--- config.mk ---
export PLATFORM = sky130hd
export DESIGN_NAME = mem_access_unit
export DESIGN_NICKNAME = d
export VERILOG_FILES = /design/src/rtl/mem_access_unit_pkg.sv /design/src/rtl/mem_access_unit_load_ext.sv /design/src/rtl/mem_access_unit.sv
export SDC_FILE = /design/constraint.sdc
export NUM_CORES = 1
export LEC_CHECK = 0
export CORE_AREA = 3 3 126 128
export DETAILED_ROUTE_END_ITERATION = 6
export DIE_AREA = 0 0 129 131
export GPL_TIMING_DRIVEN = 0
export PLACE_DENSITY = 0.75
export SLEW_MARGIN = 10
export SYNTH_ARGS = -nofsm -noshare
export SYNTH_HDL_FRONTEND = slang
export SYNTH_SLANG_ARGS = --single-unit
--- constraint.sdc ---
create_clock -name clk -period 1.9 [get_ports clk]
set_input_delay 0.285 -clock clk [delete_from_list [all_inputs] [get_ports clk]]
set_output_delay 0.285 -clock clk [all_outputs]
set_load 0.01 [all_outputs]
--- src/rtl/mem_access_unit_pkg.sv ---
// Shared definitions for the MEM-stage load/store engine and the decoder:
// memory op encodings, exception codes and FSM states.
package mem_access_unit_pkg;

    localparam logic [31:0] DM_LIMIT_DEFAULT = 32'h0000_3000;
    localparam int          TIMEOUT_DEFAULT  = 16;

    typedef enum logic [3:0] {
        OP_NONE = 4'd0,
        OP_LW   = 4'd1,
        OP_LH   = 4'd2,
        OP_LHU  = 4'd3,
        OP_LB   = 4'd4,
        OP_LBU  = 4'd5,
        OP_SW   = 4'd6,
        OP_SH   = 4'd7,
        OP_SB   = 4'd8
    } mem_op_e;

    typedef enum logic [4:0] {
        EXC_NONE = 5'd0,
        EXC_ADEL = 5'd4,
        EXC_ADES = 5'd5,
        EXC_DBE  = 5'd7
    } exc_e;

    typedef enum logic [1:0] {
        IDLE = 2'd0,
        BUSY = 2'd1,
        DONE = 2'd2
    } state_e;

    function automatic logic is_load(input logic [3:0] op);
        return (op >= OP_LW) && (op <= OP_LBU);
    endfunction

    function automatic logic is_store(input logic [3:0] op);
        return (op >= OP_SW) && (op <= OP_SB);
    endfunction

endpackage

--- src/rtl/mem_access_unit_load_ext.sv ---
// Selects the addressed byte/half of a read word and sign- or zero-extends it.
module load_ext
    import mem_access_unit_pkg::*;
(
    input  logic [1:0]  addr,
    input  logic [3:0]  op,
    input  logic [31:0] rdata,
    output logic [31:0] data
);

    logic [7:0]  byte_sel;
    logic [15:0] half_sel;

    always_comb begin
        byte_sel = rdata[{addr, 3'b000} +: 8];
        half_sel = addr[1] ? rdata[31:16] : rdata[15:0];
        case (op)
            OP_LB:   data = {{24{byte_sel[7]}}, byte_sel};
            OP_LBU:  data = {24'd0, byte_sel};
            OP_LH:   data = {{16{half_sel[15]}}, half_sel};
            OP_LHU:  data = {16'd0, half_sel};
            default: data = rdata;
        endcase
    end

endmodule

--- src/rtl/mem_access_unit.sv ---
// MEM-stage load/store engine: runs one req/ack bus transaction per memory op,
// stalls the pipeline meanwhile and reports AdEL/AdES/DBE exceptions.
module mem_access_unit
    import mem_access_unit_pkg::*;
#(
    parameter logic [31:0] DM_LIMIT = DM_LIMIT_DEFAULT,
    parameter int          TIMEOUT  = TIMEOUT_DEFAULT
) (
    input  logic        clk,
    input  logic        reset,
    input  logic        req,
    input  logic        in_valid,
    input  logic [3:0]  mem_op,
    input  logic [31:0] mem_addr,
    input  logic [31:0] mem_wdata,
    input  logic [31:0] in_WD,
    input  logic [4:0]  in_A3,
    output logic        m_req,
    output logic        m_we,
    output logic [31:0] m_addr,
    output logic [3:0]  m_byteen,
    output logic [31:0] m_wdata,
    input  logic [31:0] m_rdata,
    input  logic        m_ack,
    output logic        stall,
    output logic [4:0]  exc,
    output logic [31:0] MEM_WD,
    output logic [4:0]  MEM_A3
);

    localparam int CNT_W = $clog2(TIMEOUT) + 1;

    state_e             state;
    state_e             next_state;
    logic [CNT_W-1:0]   cnt;
    logic [31:0]        load_q;
    logic               pend_flush;
    logic               dbe_q;

    logic               op_load;
    logic               op_store;
    logic               misaligned;
    logic               out_range;
    logic               addr_exc;
    logic               start;
    logic               timeout_hit;
    logic [3:0]         byteen_c;
    logic [31:0]        wdata_c;
    logic [31:0]        ext_data;

    assign op_load     = is_load(mem_op);
    assign op_store    = is_store(mem_op);
    assign out_range   = mem_addr >= DM_LIMIT;
    assign addr_exc    = in_valid && (op_load || op_store) && (misaligned || out_range);
    assign start       = in_valid && (op_load || op_store) && !addr_exc && !req;
    assign timeout_hit = (cnt == CNT_W'(TIMEOUT - 1));

    always_comb begin
        misaligned = 1'b0;
        byteen_c   = 4'b0000;
        wdata_c    = 32'd0;
        case (mem_op)
            OP_LW:  misaligned = (mem_addr[1:0] != 2'b00);
            OP_LH,
            OP_LHU: misaligned = mem_addr[0];
            OP_SW: begin
                misaligned = (mem_addr[1:0] != 2'b00);
                byteen_c   = 4'b1111;
                wdata_c    = mem_wdata;
            end
            OP_SH: begin
                misaligned = mem_addr[0];
                byteen_c   = 4'b0011 << {mem_addr[1], 1'b0};
                wdata_c    = {2{mem_wdata[15:0]}};
            end
            OP_SB: begin
                byteen_c   = 4'b0001 << mem_addr[1:0];
                wdata_c    = {4{mem_wdata[7:0]}};
            end
            default: ;
        endcase
    end

    load_ext u_load_ext (
        .addr  (mem_addr[1:0]),
        .op    (mem_op),
        .rdata (m_rdata),
        .data  (ext_data)
    );

    always_ff @(posedge clk or negedge reset) begin
        if (!reset) state <= IDLE;
        else        state <= next_state;
    end

    always_comb begin
        next_state = state;
        stall      = 1'b0;
        exc        = EXC_NONE;
        MEM_WD     = in_WD;
        MEM_A3     = in_A3;
        case (state)
            IDLE: begin
                stall = start;
                if (start) next_state = BUSY;
                if (addr_exc) begin
                    exc    = op_store ? EXC_ADES : EXC_ADEL;
                    MEM_A3 = 5'd0;
                end
            end
            BUSY: begin
                stall = 1'b1;
                if (m_ack || timeout_hit) next_state = DONE;
            end
            DONE: begin
                next_state = IDLE;
                if (op_load) MEM_WD = load_q;
                // A flush that arrived mid-transaction silences both the
                // writeback and any bus error of this instruction.
                if (pend_flush) begin
                    MEM_A3 = 5'd0;
                end else if (dbe_q) begin
                    exc    = EXC_DBE;
                    MEM_A3 = 5'd0;
                end
            end
            default: next_state = IDLE;
        endcase
    end

    always_ff @(posedge clk or negedge reset) begin
        if (!reset) begin
            m_req      <= 1'b0;
            m_we       <= 1'b0;
            m_addr     <= 32'd0;
            m_byteen   <= 4'b0000;
            m_wdata    <= 32'd0;
            cnt        <= '0;
            load_q     <= 32'd0;
            pend_flush <= 1'b0;
            dbe_q      <= 1'b0;
        end else begin
            case (state)
                IDLE: begin
                    if (start) begin
                        m_req    <= 1'b1;
                        m_we     <= op_store;
                        m_addr   <= {mem_addr[31:2], 2'b00};
                        m_byteen <= byteen_c;
                        m_wdata  <= wdata_c;
                        cnt      <= '0;
                        dbe_q    <= 1'b0;
                    end
                end
                BUSY: begin
                    cnt <= cnt + 1'b1;
                    if (req) pend_flush <= 1'b1;
                    if (m_ack) begin
                        load_q   <= ext_data;
                        m_req    <= 1'b0;
                        m_we     <= 1'b0;
                        m_byteen <= 4'b0000;
                    end else if (timeout_hit) begin
                        m_req    <= 1'b0;
                        m_we     <= 1'b0;
                        m_byteen <= 4'b0000;
                        dbe_q    <= 1'b1;
                    end
                end
                DONE: begin
                    pend_flush <= 1'b0;
                    dbe_q      <= 1'b0;
                end
                default: ;
            endcase
        end
    end

endmodule
After elaboration in Yosys (flattened, before gate mapping)
Index checks and enable logic that the tools add are counted.
Widths: inputs -> output; s select.
{"block": "totals", "regBits": 109, "inputBits": 142, "output_inout_bits": 113, "wordCells": 99}
{"block": "classes", "add_sub_neg": 1, "order_cmp": 5, "eq_ne": 17, "shifts": 3, "n_mux": 38, "reduce_logical": 25}
{"op": "$pmux 32 s4", "count": 1}
{"op": "$pmux 32 s3", "count": 1}
{"op": "$mux 32", "count": 2}
{"op": "$ge 32x14->1 const B", "count": 1}
{"op": "$shiftx 32x6->8", "count": 1}
{"op": "$mux 5", "count": 4}
{"op": "$pmux 5 s2", "count": 2}
{"op": "$eq 4x3->1 const B", "count": 4}
{"op": "$mux 16", "count": 1}
{"op": "$mux 4", "count": 3}
{"op": "$pmux 4 s3", "count": 1}
{"op": "$ne 2x2->1 const B", "count": 5}
{"op": "$pmux 1 s2", "count": 5}
{"op": "$reduce_and 2->1", "count": 5}
{"op": "$mux 1", "count": 9}
{"op": "$mux 3", "count": 3}
{"op": "$eq 4x2->1 const B", "count": 2}
{"op": "$pmux 4 s2", "count": 1}
{"op": "$logic_and 1x1->1", "count": 6}
{"op": "$pmux 3 s2", "count": 1}
{"op": "$reduce_bool 2->1", "count": 3}
{"op": "$add 5x1->5 const B", "count": 1}
{"op": "$eq 5x4->1 const B", "count": 1}
{"op": "$eq 4x1->1 const B", "count": 1}
{"op": "other kinds (21)", "count": 25}

Logic depth before layout (Yosys ltp)
Gate-level depths: netlist of run 1.
{"block": "logic_depth", "depth_word": 10, "depth_mapped": 9, "depth_no_buf": 6}

Modules after synthesis
From an unflattened synthesis of run 1, not the netlist that was laid out.
{"block": "unflattened", "cells_unflattened": 503, "area_unflattened_um2": 5878.1}
{"mod": "mem_access_unit", "instances": 1, "cells_each": 420, "area_each_um2": 5272.6, "seq_area_each_um2": 2727.6}
{"mod": "load_ext", "instances": 1, "cells_each": 83, "area_each_um2": 605.6, "seq_area_each_um2": 0.0}

Least setup slack after synthesis of run 1
Ideal clock, no wire load.
{"block": "synth_timing", "kind": "input-to-output", "start": "in mem_op[0]", "end": "out MEM_A3[0]", "t_arrival_ns": 1.758, "t_required_ns": 1.615, "path_slack_ns": -0.143, "path_stages": 6, "n_path_buf": 1, "path_cell_list": "buf_6 -> or3b_1 -> a211o_1 -> a31o_2 -> a211o_1 -> and2_1"}
{"block": "synth_via", "elab_chain_len": 7, "word_cells_on_any_way": 20, "cone_classes": "order compare (4); eq/ne (5); mux (3); reduce/logical (8)"}
{"element": "start: declaration", "line": "mem_access_unit.sv:13", "source": "input logic [3:0] mem_op,"}
{"element": "$eq 4x3->1 (tied with other cells)", "line": "mem_access_unit.sv:62", "source": "case (mem_op)"}
{"element": "$reduce_or 3->1 (no source line) (tied with other cells)"}
{"element": "$pmux 1 s2 / $logic_or 1x1->1 (equally long branches)", "line": "mem_access_unit.sv:62, mem_access_unit.sv:54"}
{"element": "$logic_or 1x1->1 / $logic_and 1x1->1 (equally long branches)", "line": "mem_access_unit.sv:54", "source": "assign addr_exc = in_valid && (op_load || op_store) && (misaligned || out_range);"}
{"element": "$logic_and 1x1->1 *", "line": "mem_access_unit.sv:54"}
{"element": "$mux 5 *", "line": "mem_access_unit.sv:106", "source": "if (addr_exc) begin"}
{"element": "$pmux 5 s2 *", "line": "mem_access_unit.sv:102", "source": "case (state)"}
{"element": "end: declaration", "line": "mem_access_unit.sv:28", "source": "output logic [4:0] MEM_A3"}
Mark *: on every way between the ends. The rest lies on a longest branch, timed or not.

Worst setup path after layout of run 1
{"block": "layout_timing", "start": "reg state[1]", "end": "out MEM_WD[9]"}
{"block": "layout_via", "elab_chain_len": 2}
{"element": "start: declaration", "line": "mem_access_unit.sv:33", "source": "state_e state;"}
{"element": "start signal: assignment", "line": "mem_access_unit.sv:93", "source": "else state <= next_state;"}
{"element": "$eq 2x2->1", "line": "mem_access_unit.sv:102"}
{"element": "$mux 32", "line": "mem_access_unit.sv:102"}
{"element": "end: declaration", "line": "mem_access_unit.sv:27", "source": "output logic [31:0] MEM_WD,"}
Every way passes these cells.

==> results of run 1 <==
==> state kept, by name, indices dropped and copies added, names as in the netlist, 2 cells and up <==
register and flops:
state 2, m_addr 30, m_byteen 4, m_wdata 32, load_q 32, cnt 5
==> per-stage QoR <==
stage | worst slack (ps) | TNS [ps] | utilization [%]
final | -529 | -30200 | 63.7
after global routing | -590 | -40100 | 63.7
after CTS | -535 | -24810 | 62.6
after detailed placement | -1210 | -118050 | 56.2
after global placement | -3480 | -494620 | 56.0
after floorplan | -125 | -5870 | -
==> cells by family after synthesis <==
logic type | count (synthesis) | synth area share, %
buffers and inverters | 44 | 4.85
adders and majority gates | 2 | 0.447
other | 1 | 0.0670
and+or+nand+nor | 151 | 13.1
DFF | 109 | 48.7
AOI/OAI and AO/OA | 111 | 14.2
muxes | 83 | 18.7
==> metal layers <==
| metal | GRT usage, % | vias to the layer above | part of all wire (%) |
|---|---|---|---|
| met2 | 38.4 | 257 | 49 |
| met4 | 9.82 | 0 | 2.7 |
| li1 | - | 2425 | - |
| met1 | 27.9 | 2634 | 41 |
| met3 | 5.61 | 32 | 7.5 |
| met5 | 0 | - | 0 |
==> placed cells by master (no fill, tap or decap), types with 4 or more instances in the layout <==
cell	n
clkbuf_16	9
nor3_1	4
nor2_1	30
mux2i_1	14
a22oi_1	9
a22o_1	26
and2_1	19
mux2_2	29
buf_2	14
clkdlybuf4s50_1	182
buf_8	4
inv_1	6
clkbuf_1	7
and2_4	5
buf_4	31
buf_12	4
a21oi_1	29
clkdlybuf4s15_1	5
mux2_4	38
buf_6	75
nand2_1	62
a222oi_1	6
o21ai_0	15
conb_1	4
dfrtp_1	108
==> final timing paths <==
| kind | end | slack (ps) | cells past startpoint |
|---|---|---|---|
| max in group asynchronous | load_q[2] | 760 | 3 |
| hold reg to reg | load_q[0] | 490 | 2 |
| min in group asynchronous | m_addr[11] | 470 | 2 |
| setup reg to reg | load_q[28] | -260 | 9 |
| setup / recovery | MEM_WD[9] | -530 | 7 |
| hold / removal | m_addr[12] | 230 | 2 |
==> worst max-delay path, cell delays in order (launching register included) <==
cell and delay [ps]:
dfrtp_1 340, buf_6 150, nand2_4 60, a2111o_2 510, buf_6 190, buf_6 110, mux2_4 300, buf_6 120
==> power by group <==
| group | switching [uW] | internal (uW) |
|---|---|---|
| Clock | 904 | 1200 |
| Sequential | 74.1 | 2410 |
| Combinational | 385 | 552 |
==> cell type report <==
cell class              instances  area [sq um]  share of cell area (%)
well taps                     188           235                    2.47
flip-flops and latches        109          2730                    28.6
repair buffers                303          3090                    32.5
multi-input cells             351          2800                    29.4
clock inverters                 6          92.6                   0.971
plain buffers                  35           308                    3.23
inverters                       8          32.5                   0.341
clock buffers                  10           239                    2.51
==> timing repair <==
action | CTS | global route
cloned | 6 | 0
pin swaps | 20 | 6
hold buffers | 1 | 0
resized for setup | 337 | 30
setup endpoints to repair | 134 | 137
buffers inserted | 39 | 8
hold endpoints to repair | 56 | 0
==> metrics.csv, run 1 <==
stage,metric,value,unit
synth,syn avg cell area,11.2,sq um
cts,CTS H-tree depth,3,
placement,Placed Area,8410,sq um
floorplanning,Die Wd,129,um
global_routing,initial antenna violation count,0,
floorplanning,die area,16900,sq um
synth,synthesized area,5600,sq um
placement,RD Place Congestion,0.899,
global_routing,largest net degree at the start of global routing,58,
global_routing,Tot GR Track Use,22.8,%
synth,Synth area leaders,"dfrtp_1 49%, mux2_2 7.8%, mux2_4 7.5%, nand2_1 4.2%, a22o_1 4.1%",
layout,Syn-to-layout area delta,70.3,%
sta,endpoints failing setup,124,
sta,Worst Skew,5.32,ps
global_routing,GRT overflow,0,
cts,Clock Path Buffers,2,
global_routing,first-pass GRT wire length,30000,um
synth,synth unique cells,57,
sta,fin crit period,2430,ps
status,violated checks,"DRC, setup timing",
sta,Rel. slew slack,43.6,%
layout,share of layout cells above drive strength 1,31.0,%
synth,gate count of the mapped netlist,501,
floorplanning,Initial Utilization,37.4,%
sta,fin crit share,128,%
critical_path,Setup CP Type,register to output port,
synth,number of synthesized register bits,109,
floorplanning,Row Count,45,
synth,most frequent cells after synthesis,"109 x dfrtp_1, 63 x nand2_1, 39 x mux2_2",
routing,post-route ant nets,0,
min_path,HP Class,primary input to register,
floorplanning,Core Region,15000,sq um
routing,First-pass DRT Iterations,7,
power_and_ir_drop,VDD IR-drop max,0.410,mV
cts,Clock transition at path regs,70,ps
routing,total routed wirelength,19600,um
status,outcome,finished with violations,
layout,post-route cell area,9530,sq um
cts,clock latency on the worst-skew pair,350,ps
sta,Final Slew Violations,0,
sta,Fmax achieved,412,MHz
critical_path,CP Max Fanout,10,
synth,most frequent cell after synthesis,dfrtp_1,
routing,vias after detailed routing,5348,
sta,fin worst setup slack,-529,ps
synth,post-synth top area cell,dfrtp_1,
min_path,hold_sp,mem_addr[12],
sta,worst slew pin tran,839,ps
routing,initial DRC count,354,
synth,post-synth top area share,48.7,%
routing,drt wl/cell,19.4,um
synth,"Warnings, synthesis",0,
sta,final hold violations,0,
placement,port buffer count,249,
cts,Sinks on Clock Net,109,
placement,placed insts,942,
job,MaxCap Viol Count,0,
floorplanning,die height,131,um
synth,async set-reset flop share out of synthesis,100,%
critical_path,Arrival @ worst endpoint,2140,ps
layout,fin cells,1010,
routing,DRC Markers,7,
synth,ys flop type,dfrtp_1,
sta,unrepaired setup endpoints after global routing,true,
global_routing,vias in the first global route,5684,
floorplanning,IO Pins,255,
cts,clk root buf,clkbuf_16,
power_and_ir_drop,Pwr per Cell Area,580,nW/um^2
sta,final hold slack,228,ps
power_and_ir_drop,Leak,0.00454,uW
critical_path,R2R Path Start,state[0],
critical_path,Crit. End Element,output port,
placement,HPWL Detailed,14400,um
synth,"EDFF count, synth",0,
layout,Inserted Diodes,0,
layout,fill count,1172,
cts,CTS tree,built,
critical_path,"Data required, critical path",1620,ps
power_and_ir_drop,Design Power,5530,uW
layout,nets,961,
routing,vias per cell,5.30,
cts,TritonCTS buffer count,9,
critical_path,CP startpoint,state[1],
critical_path,crit start category,register,
synth,post-synthesis sequential area ratio,48.7,%
Note: power is estimated with default switching activity, not from simulation.
==> run 2: changes to the inputs <==
Settings changed: CORE_AREA 3 3 126 128 to 2 2 125 127, DIE_AREA 0 0 129 131 to 0 0 127 129.
==> metrics.csv, run 2 (synthesis results as in run 1) <==
stage,metric,value,unit,change
status,outcome,finished with violations,,
status,violated checks,setup timing,,
critical_path,CP startpoint,state[0],,
critical_path,CP Max Fanout,5,,-5
layout,nets,971,,+1.0%
cts,clk root buf,clkbuf_16,,
sta,Worst Skew,8.27,ps,+2.95 ps
critical_path,"Data required, critical path",1620,ps,about the same
global_routing,Tot GR Track Use,24.1,%,+1.3 points
routing,initial DRC count,407,,+15%
layout,share of layout cells above drive strength 1,34.7,%,+3.7 points
critical_path,crit-path max cell delay,440,ps,-70 ps
floorplanning,Core Region,15000,sq um,unchanged
power_and_ir_drop,VDD IR-drop max,0.388,mV,-5.5%
sta,Rel. slew slack,44.8,%,+1.1 points
floorplanning,Initial Utilization,37.4,%,unchanged
floorplanning,Die Wd,127,um,-1.6%
placement,RD Place Congestion,0.892,,-0.79%
placement,HPWL Detailed,14200,um,-1.7%
routing,DRC Markers,0,,-7
critical_path,Top delay family on crit path,buffers and inverters,,
sta,endpoints failing setup,125,,+0.81%
floorplanning,die height,129,um,-1.5%
routing,First-pass DRT Iterations,5,,-2
global_routing,vias in the first global route,5691,,+0.12%
critical_path,reg-to-reg critical path endpoint,m_wdata[22],,
sta,Final Slew Violations,0,,unchanged
global_routing,initial antenna violation count,0,,unchanged
placement,port buffer count,249,,unchanged
global_routing,first-pass GRT wire length,30700,um,+2.5%
critical_path,worst reg2reg setup slack,-120,ps,+140 ps
cts,CTS tree,built,,
critical_path,Arrival @ worst endpoint,2110,ps,-30 ps
layout,Syn-to-layout area delta,76.4,%,
critical_path,Setup CP Type,register to output port,,
sta,worst slew pin tran,828,ps,-10.8 ps
power_and_ir_drop,Leak,0.00468,uW,+3.0%
power_and_ir_drop,Pwr per Cell Area,564,nW/um^2,-2.9%
cts,Sinks on Clock Net,109,,unchanged
placement,pre-CTS setup slack,-1240,ps,-28.0 ps
layout,Inserted Diodes,0,,unchanged
critical_path,Setup crit end,MEM_WD[12],,
sta,final hold slack,377,ps,+149 ps
sta,unrepaired setup endpoints after global routing,true,,
critical_path,crit path buf inv count,5,,+1
job,MaxCap Viol Count,0,,unchanged
sta,fin worst setup slack,-495,ps,+33.6 ps
routing,vias after detailed routing,5435,,+1.6%
cts,Clock Path Buffers,2,,unchanged
sta,fin crit share,126,%,-1.8 points
sta,fin crit period,2400,ps,-33.6 ps
sta,Fmax achieved,418,MHz,+1.4%
layout,Largest regs,"load_q x32, m_wdata x32, m_addr x30",,
sta,final hold violations,0,,unchanged
routing,total routed wirelength,20100,um,+2.4%
cts,CTS H-tree depth,3,,unchanged
layout,most frequent cells in the layout,"182 x clkdlybuf4s50_1, 108 x dfrtp_1, 62 x buf_6",,
critical_path,r2r worst-path depth,9,,unchanged
critical_path,crit start category,register,,
critical_path,most frequent CP cell,buf_6,,
critical_path,crit path cell chain,inv_4 > nand2_4 > a2111o_2 > buf_6 > buf_6 > buf_6 > mux2_4 > buf_6,,
critical_path,"Max stage delay cell, worst path",dfrtp_2,,
layout,"most common cell after layout, fill and taps aside",clkdlybuf4s50_1,,
critical_path,Worst path depth,8,,+1
critical_path,R2R Path Start,state[1],,
floorplanning,IO Pins,255,,unchanged
global_routing,GRT overflow,0,,unchanged
routing,drt wl/cell,19.7,um,+1.4%
floorplanning,Row Count,45,,unchanged
min_path,HP Class,primary input to register,,
critical_path,Crit. End Element,output port,,
cts,clock latency on the worst-skew pair,350,ps,about the same
cts,TritonCTS buffer count,9,,unchanged
cts,Clock transition at path regs,80,ps,about the same
routing,post-route ant nets,0,,unchanged
power_and_ir_drop,Design Power,5570,uW,+0.63%
floorplanning,die area,16400,sq um,-3.1%
global_routing,largest net degree at the start of global routing,61,,+5.2%
routing,vias per cell,5.33,,+0.63%
run 2: changes by cell type in the layout (fill, tap and decap cells not counted), moves of 9 or more:
cell | previous run | this run
a21oi_1 | 29 | 18
a21oi_2 | 0 | 10
and2_1 | 19 | 0
and2_4 | 5 | 24
buf_4 | 31 | 40
buf_6 | 75 | 62
dlygate4sd2_1 | 3 | 13
run 2: area by class of cell:
cell class	count	area, sq um
clock inverter	5	91.3
fill	1099	5100
multi-input combinational	351	2910
clock buffer	11	243
buffer	34	373
inverter	8	32.5
sequential	109	2730
tap	188	235
timing repair buffer	314	3260
run 2: metal layers:
| layer | vias to the layer above | track usage [%] | wire (um) |
|---|---|---|---|
| li1 | 2444 | - | - |
| met4 | 0 | 9.31 | 474 |
| met1 | 2653 | 30.1 | 8000 |
| met5 | - | 0 | 0 |
| met2 | 303 | 41.1 | 9890 |
| met3 | 35 | 5.28 | 1700 |
run 2: metrics by stage:
stage	cells	setup TNS (ps)	area [sq um]	utilization, %
2_1_floorplan	504	-5870	5660	-
3_3_place_gp	941	-493400	8380	56.0
3_5_place_dp	942	-119200	8410	56.2
4_1_cts	1008	-29220	9620	64.2
5_1_grt	1020	-41930	9870	65.9
6_report	1020	-34760	9870	65.9
run 2: where the power goes:
group	total, uW	switching [uW]	internal (uW)
Combinational	966	405	561
Sequential	2480	71.4	2410
Clock	2120	903	1210
Total	5570	1380	4190
run 2: what timing repair did:
action,CTS,global route
setup buffers,39,15
endpoints found under the setup margin,135,137
cloned,11,0
pin swaps,37,14
resized for setup,335,67
hold buffers,1,0
hold endpoints to repair,49,0
run 2: worst min-delay path by stage:
stage,from,to,slack (ps),cells after the start
3_3_place_gp,m_req,m_req,470,2
5_1_grt,mem_addr[13],m_addr[13],390,2
3_5_place_dp,reset,m_addr[12],260,1
2_1_floorplan,reset,cnt[0],-10,0
4_1_cts,mem_addr[13],m_addr[13],360,2
6_report,mem_addr[13],m_addr[13],380,2
